**config.mk**
```make
export PLATFORM = sky130hd
export DESIGN_NAME = keypad_scanner
export DESIGN_NICKNAME = d
export VERILOG_FILES = /design/src/rtl/keypad_scanner.sv
export SDC_FILE = /design/constraint.sdc
export NUM_CORES = 1
export LEC_CHECK = 0
export CORE_MARGIN = 5
export CORE_UTILIZATION = 55
export DETAILED_ROUTE_END_ITERATION = 16
export PLACE_DENSITY = 0.79
export SETUP_SLACK_MARGIN = 0.02
export SLEW_MARGIN = 20
export SYNTH_ARGS = -nofsm -noshare
export SYNTH_HDL_FRONTEND = slang
export SYNTH_SLANG_ARGS = --single-unit
```
**constraint.sdc**
```tcl
create_clock -name clk -period 2.27 [get_ports clk]
set_input_delay 0.454 -clock clk [delete_from_list [all_inputs] [get_ports clk]]
set_output_delay 0.454 -clock clk [all_outputs]
set_load 0.02 [all_outputs]
```
**src/rtl/keypad_scanner.sv**
```systemverilog
// 4x4 matrix keypad scanner: rotates an active-low column strobe, debounces the
// row returns on scan ticks and presents one key code per physical press.
module keypad_scanner #(
   parameter int SCAN_DIV     = 1000,
   parameter int DEBOUNCE_CNT = 16
) (
   input  logic       clk,
   input  logic       reset_n,
   input  logic [3:0] rows,
   output logic [3:0] cols,
   output logic [3:0] tecla,
   output logic       ready,
   input  logic       key
);

   localparam int DIV_W = $clog2(SCAN_DIV);
   localparam int CNT_W = $clog2(DEBOUNCE_CNT + 1);
   localparam logic [DIV_W-1:0] DIV_LAST = DIV_W'(SCAN_DIV - 1);
   localparam logic [CNT_W-1:0] CNT_DONE = CNT_W'(DEBOUNCE_CNT);
   localparam logic [CNT_W-1:0] CNT_LAST = CNT_W'(DEBOUNCE_CNT - 1);

   // Indexed by {row, col}; element 0 is the rightmost entry.
   localparam logic [15:0][3:0] KEY_MAP = {
      4'hD, 4'hE, 4'h0, 4'hF,
      4'hC, 4'h9, 4'h8, 4'h7,
      4'hB, 4'h6, 4'h5, 4'h4,
      4'hA, 4'h3, 4'h2, 4'h1
   };

   typedef enum logic [1:0] {
      SCAN     = 2'd0,
      DEBOUNCE = 2'd1,
      PRESENT  = 2'd2,
      RELEASE  = 2'd3
   } state_t;

   state_t           state_q, state_d;
   logic [3:0]       rows_meta_q, rows_s_q;
   logic [DIV_W-1:0] div_q;
   logic [CNT_W-1:0] cnt_q, cnt_d;
   logic [1:0]       col_q, col_d;
   logic [1:0]       row_q, row_d;
   logic [3:0]       cols_q;
   logic [3:0]       tecla_q, tecla_d;
   logic             ready_q, ready_d;
   logic             tick;
   logic             hit_valid;
   logic [1:0]       hit_row;

   assign tick  = (div_q == DIV_LAST);
   assign cols  = cols_q;
   assign tecla = tecla_q;
   assign ready = ready_q;

   // Lowest-index low row wins.
   always_comb begin
      hit_valid = 1'b0;
      hit_row   = 2'd0;
      for (int r = 3; r >= 0; r--) begin
         if (!rows_s_q[r]) begin
            hit_valid = 1'b1;
            hit_row   = 2'(r);
         end
      end
   end

   always_comb begin
      state_d = state_q;
      cnt_d   = cnt_q;
      col_d   = col_q;
      row_d   = row_q;
      tecla_d = tecla_q;
      ready_d = ready_q;
      case (state_q)
         SCAN: begin
            if (tick) begin
               if (hit_valid) begin
                  row_d   = hit_row;
                  cnt_d   = CNT_W'(1);
                  state_d = DEBOUNCE;
               end else begin
                  col_d = col_q + 2'd1;
               end
            end
         end
         DEBOUNCE: begin
            if (cnt_q == CNT_DONE) begin
               tecla_d = KEY_MAP[{row_q, col_q}];
               ready_d = 1'b1;
               cnt_d   = '0;
               state_d = PRESENT;
            end else if (tick) begin
               if (hit_valid && (hit_row == row_q)) begin
                  cnt_d = cnt_q + CNT_W'(1);
               end else begin
                  cnt_d   = '0;
                  col_d   = col_q + 2'd1;
                  state_d = SCAN;
               end
            end
         end
         PRESENT: begin
            if (key) begin
               ready_d = 1'b0;
               state_d = RELEASE;
            end
         end
         RELEASE: begin
            // Column stays frozen so a held key keeps us here without repeating.
            if (tick) begin
               if (rows_s_q == 4'b1111) begin
                  if (cnt_q == CNT_LAST) begin
                     cnt_d   = '0;
                     col_d   = 2'd0;
                     state_d = SCAN;
                  end else begin
                     cnt_d = cnt_q + CNT_W'(1);
                  end
               end else begin
                  cnt_d = '0;
               end
            end
         end
         default: state_d = SCAN;
      endcase
   end

   always_ff @(posedge clk) begin
      if (!reset_n) begin
         state_q     <= SCAN;
         rows_meta_q <= 4'b1111;
         rows_s_q    <= 4'b1111;
         div_q       <= '0;
         cnt_q       <= '0;
         col_q       <= 2'd0;
         row_q       <= 2'd0;
         cols_q      <= 4'b1110;
         tecla_q     <= 4'b1111;
         ready_q     <= 1'b0;
      end else begin
         state_q     <= state_d;
         rows_meta_q <= rows;
         rows_s_q    <= rows_meta_q;
         div_q       <= tick ? '0 : div_q + DIV_W'(1);
         cnt_q       <= cnt_d;
         col_q       <= col_d;
         row_q       <= row_d;
         cols_q      <= ~(4'b0001 << col_d);
         tecla_q     <= tecla_d;
         ready_q     <= ready_d;
      end
   end

endmodule

```
==> run summary <==
Critical Path RT: 2.51 ns
CTS Hold Bufs: 0
Sequential element share of the synthesized area: 0.388
# rows: 21
Worst skew pair latency: 0.34 ns
Final ANT Viol Nets: 0
Asr flop ratio synth: 0
Vias in the first global route: 1,542
Worst Path Arrival: 2.28 ns
Total track usage: 0.160
Least-Margin Pin Slew: 0.600 ns
CP Max Fanout: 5
Starting Density: 0.579
Syn nets: 240
Core area: 3390 sq um
CTS root buf: clkbuf_4
Avg WL per Cell: 12.7 microns
Clock Path Buffers: 2
Final Setup Violations: 0
Setup crit start kind: flop
Port-buffer cells: 15
IO Count: 16
Synth cell types: 51
Number of synthesized flops with an enable pin: 0
Drt via density: 5.54
Layout cell share with drive strength beyond 1: 0.0708
CTS tree: done
Post-layout instance area: 2220 sq um
Final Wtd Congestion: 0.863
First-pass GRT wire length: 6.51 mm
Drc violations: 0
Max VDD drop: 0.278 mV
Setup bufs post-CTS: 0
Cells after synthesis: 222
Fillers: 268
Register clock-pin slew on the reported worst setup and hold paths: 0.11 ns
Commonest non-fill, non-tap cell in the layout: dfxtp_1
Final WL: 3.62 mm
Avg Cell Area, Syn: 8.84 sq um
Diodes inserted: 0
Drt pass-1 iters: 4
Peak Freq: 490 MHz
Area of the mapped netlist: 1960 sq um
Final slew viol count: 0
Critical path class: flop to flop
Multi-input logic area: 1110 sq um
Die Ht: 69.7 microns
CTS H-Tree Depth: 2
Max-Slew Margin vs Limit: 0.594
GR Util met2: 0.271
Pwr dens: 499 nW/um^2
Post-CTS sizing: 0
Max Clock Skew: 0.00206 ns
Final Hold Slack: 0.417 ns
Final nets: 257
Placed Area: 2160 sq um
Grt ovf: 0
Most frequent cells in the layout: dfxtp_1, nand2_1, nor2_1
Vias: 1,585
RSZ-0062 raised after global routing: no
GR Util met1: 0.196
Met3 Use GR: 0.0391
Largest net degree at the start of global routing: 18
Yosys warnings: 0
Busiest layer in global routing: met2
Worst min-delay path class: flop to flop
Final cycle utilization of the critical path: 0.899
FF+latch area: 761 sq um
Antenna violations before repair: 0
P_leak: 0.873 nW
Flops & latches, synth: 38
Num CTS Buffers: 5
Final setup TNS: 0 ns
Die area: 4860 sq um
Ys flop type: dfxtp_1
Worst Setup End Kind: flop
Max-cap violations: 0
Outcome: complete, no violations
Die Wd: 69.7 microns
Area added between synthesis and finish: 13.3%
Final Hold Fails: 0
Post-DP HPWL: 2.74 mm
# clock sinks: 38
Min Tclk post-route: 2.04 ns
Total power draw: 1.11 mW
DR iter-0 viols: 69
==> synth_stat cells, types with 2 or more instances <==
cell type	instances	area share
nor3_1	3	0.0076
o211a_1	2	0.010
nor2b_1	2	0.0064
nor2_1	16	0.031
and3_1	3	0.0096
a31oi_1	2	0.0064
o211ai_1	7	0.027
dfxtp_1	38	0.39
and3b_1	2	0.0089
xnor2_1	5	0.022
xor2_1	3	0.013
o21ai_1	2	0.0051
and4_1	2	0.0089
nand2_1	21	0.040
o221a_1	2	0.011
ha_1	11	0.070
and2_1	2	0.0064
nor3b_1	3	0.011
a21oi_1	12	0.031
a41oi_1	2	0.0089
nand4_1	3	0.0096
o21a_1	3	0.011
and4b_1	2	0.010
nand4b_1	2	0.0089
nor4bb_1	2	0.010
nand2b_1	10	0.032
a211o_1	3	0.013
buf_2	5	0.013
o21ai_0	5	0.013
inv_1	9	0.017
nand3_1	9	0.023
clkbuf_1	5	0.0096
mux2i_1	6	0.031
==> area by class of cell <==
class	instances	share of cell area
clock buffers	6	0.0231
inverters	10	0.0169
clock inverters	2	0.00562
repair buffers	21	0.0877
well taps	46	0.0259
multi-input cells	163	0.499
flip-flops and latches	38	0.342
==> layer usage <==
layer	vias to the layer above	wire length [microns]
li1	829	-
met1	707	1730
met2	45	1670
met3	4	187
met4	0	34
met5	-	0
==> cell families (layout without fill, tap and decap cells) <==
group                    after synthesis  after routing  share of synthesized area
adder cells (fa/ha/maj)               11             11                     0.0701
AO/OA/AOI/OAI                         53             53                      0.196
AND/OR/NAND/NOR                       85             85                      0.233
buffers and inverters                 21             39                     0.0472
multiplexers                           6              6                     0.0306
flip-flops                            38             38                      0.388
XOR/XNOR                               8              8                     0.0357
==> final timing paths <==
kind / startpoint / end / slack (ns) / depth (start not counted)
hold / removal: rows_meta_q[3]$_SDFF_PN1_ / rows_s_q[3]$_SDFF_PN1_ / 0.42 / 1
hold reg to reg: rows_meta_q[3]$_SDFF_PN1_ / rows_s_q[3]$_SDFF_PN1_ / 0.42 / 1
setup reg to reg: cnt_q[0]$_SDFFE_PN0P_ / cols[3]$_SDFF_PN1_ / 0.23 / 7
setup / recovery: cnt_q[0]$_SDFFE_PN0P_ / cols[3]$_SDFF_PN1_ / 0.23 / 7
==> per-stage QoR <==
stage	setup WS, ns	util	std cells
after floorplan	0.374	-	222
after global placement	0.305	0.638	278
after detailed placement	0.267	0.638	278
after CTS	0.237	0.656	286
after global routing	0.100	0.656	286
final	0.230	0.656	286
==> where the power goes <==
part           switching (mW)  internal [mW]  total, mW
clock                   0.222          0.149      0.371
combinational          0.0256         0.0260     0.0516
sequential            0.00938          0.678      0.687
total                   0.257          0.853       1.11
==> worst max-delay path: stages (launching register included) <==
cell and delay (ns):
dfxtp_1 0.41, inv_1 0.06, ha_1 0.18, nor4bb_1 0.16, or3_1 0.40, a211o_1 0.34
a21oi_2 0.19, a21bo_1 0.21
==> sequential cells by signal (all words and copies together) (netlist names), named ones only <==
register	flops
rows_s_q	4
row_q	2
tecla	4
col_q	2
div_q	10
cnt_q	5
rows_meta_q	4
state_q	1
cols	4
ready	1
Power figures use the tool's default switching activity.
==> edit: new RTL, same flow settings <==
Re-encode `state_t` (4 states) as one-hot, 4 bits wide.
--- a/src/rtl/keypad_scanner.sv
+++ b/src/rtl/keypad_scanner.sv
@@ -27,11 +27,11 @@
       4'hA, 4'h3, 4'h2, 4'h1
    };
 
-   typedef enum logic [1:0] {
-      SCAN     = 2'd0,
-      DEBOUNCE = 2'd1,
-      PRESENT  = 2'd2,
-      RELEASE  = 2'd3
+   typedef enum logic [3:0] {
+      SCAN     = 4'b0001,
+      DEBOUNCE = 4'b0010,
+      PRESENT  = 4'b0100,
+      RELEASE  = 4'b1000
    } state_t;
 
    state_t           state_q, state_d;
Function: no difference found for any inputs over 10 cycles, from zero or initial values and one cycle with reset_n low; not proved beyond that.
==> edit against the unedited design <==
Sequential cell count up 2. Final area up 9.7%. Routed wire length up 15%. Worst setup slack worse by 0.23 ns. Area after synthesis is 4.3% higher. Critical path type unchanged.
Power is not compared: it rests on default switching activity, and its combinational part moved more than twofold at a synthesized area within 25%.
==> edit: results (changes against the unedited design) <==
stage;metric;value;unit;change
global_routing;grt_pass1_vias;1554;;was 1542
finish;drive_gt1_share;15.6;%;was 7.08%
placed_design;gp_congestion;0.820;;was 0.863
yosys;synthTopCellsByCount;dfxtp_1 (40), a21oi_1 (16), nand2_1 (16), nor2_1 (16), nand2b_1 (12);;was dfxtp_1 (38), nand2_1 (21), nor2_1 (16)
placed_design;dp_slack;0.0488;ns;was 0.267 ns
drt;first_pass_iters;4;;unchanged
finish;nets;274;;was 257
finish;fin_cells;305;;was 286
worst_setup_path;cpPeakStageDelay;0.58;ns;was 0.41 ns
yosys;synth_nets;248;;was 240
drt;drt_first_iter_violations;158;;was 69
cts;cts.root.buffer_cell;clkbuf_8;;was clkbuf_4
yosys;synthTopCellsByArea;dfxtp_1 (39%), ha_1 (6.7%), a21oi_1 (3.9%);;was dfxtp_1 (39%), ha_1 (7.0%), nand2_1 (4.0%)
drt;wire_per_inst;13.6;um;was 12.7 um
worst_setup_path;arrival;2.45;ns;was 2.28 ns
drt;wl_met2;1900;um;was 1670 um
yosys;netlist_instances;230;;was 222
yosys;seq_area_frac_synth;39.1;%;was 38.8%
finish;n_fill_cell;301;;was 268
worst_setup_path;crit_slowest_cell;or4_4;;was dfxtp_1
timing;skew;0.00928;ns;was 0.00206 ns
pwr;seq_power_share;47.3;%;
global_routing;grt_util_all_layers;16.7;%;was 16.0%
global_routing;grt_max_degree;24;;was 18
cts;path_clk_slew;0.08;ns;was 0.11 ns
placed_design;dp.cells;294;;was 278
run_status;status;completed;;unchanged
timing;worst_pin_slew;0.676;ns;was 0.600 ns
drt;wl_met1;1910;um;was 1730 um
drt;via_count;1747;;was 1585
cts;clock_latency;0.30;ns;was 0.34 ns
cts;cts.sinks;40;;was 38
placed_design;dp_hpwl;2740;um;about the same
worst_setup_path;cp_max_fo;6;;was 5
pwr;ir_drop;423;uV;
placed_design;place_area;0.00228;mm^2;was 0.00216 mm^2
global_routing;grt_pass1_wl;6840;um;was 6510 um
yosys;synth.distinct_cells;56;;was 51
drt;highest_layer;met4;;unchanged
drt;routed-wl-met3;267;um;was 187 um
-- edit: changes by cell type after synthesis, sizes merged, moves of 3 or more --
cell | before | now
nand2 | 21 | 16
xnor2 | 5 | 1
nand3b | 0 | 3
xor2 | 3 | 6
nor4b | 0 | 3
a21oi | 13 | 16
o21ai | 7 | 11
-- edit: kinds of logic after synthesis --
logic type,Yosys count,share of synthesized area [%]
simple gates,92,26.1
xor+xnor,7,2.99
compound gates,54,18.0
mux,4,1.95
flops,40,39.1
fa+ha+maj,11,6.72
buf+inv,22,5.19
-- edit: worst max-delay path: cells and delay by family (launching register included) --
family	cells	cell delay [ns]
AOI/OAI and AO/OA	2	0.42
adders and majority gates	1	0.18
DFF	1	0.36
and+or+nand+nor	4	1.19
-- edit: metal layers --
| metal | up-vias | track usage (%) |
|---|---|---|
| li1 | 881 | - |
| met3 | 12 | 4.40 |
| met4 | 0 | 5.64 |
| met1 | 803 | 22.6 |
| met5 | - | 0 |
| met2 | 51 | 25.8 |
-- edit: worst paths after layout --
kind | from | endpoint | slack [ns] | depth (start not counted)
setup / recovery | div_q[0]$_SDFF_PP0_ | cols[2]$_SDFF_PN1_ | 0.004 | 7
hold / removal | rows_meta_q[3]$_SDFF_PN1_ | rows_s_q[3]$_SDFF_PN1_ | 0.41 | 1
hold reg to reg | rows_meta_q[3]$_SDFF_PN1_ | rows_s_q[3]$_SDFF_PN1_ | 0.41 | 1
setup reg to reg | div_q[0]$_SDFF_PP0_ | cols[2]$_SDFF_PN1_ | 0.004 | 7
-- edit: final cells by class --
cell class	instances	area, um^2	share of cell area [%]
Multi-Input combinational cell	168	1160	47.7
Sequential cell	40	803	32.9
Timing Repair Buffer	30	264	10.8
Clock buffer	6	72.6	2.97
Tap cell	48	60.1	2.46
Inverter	11	41.3	1.69
Clock inverter	2	35.0	1.44
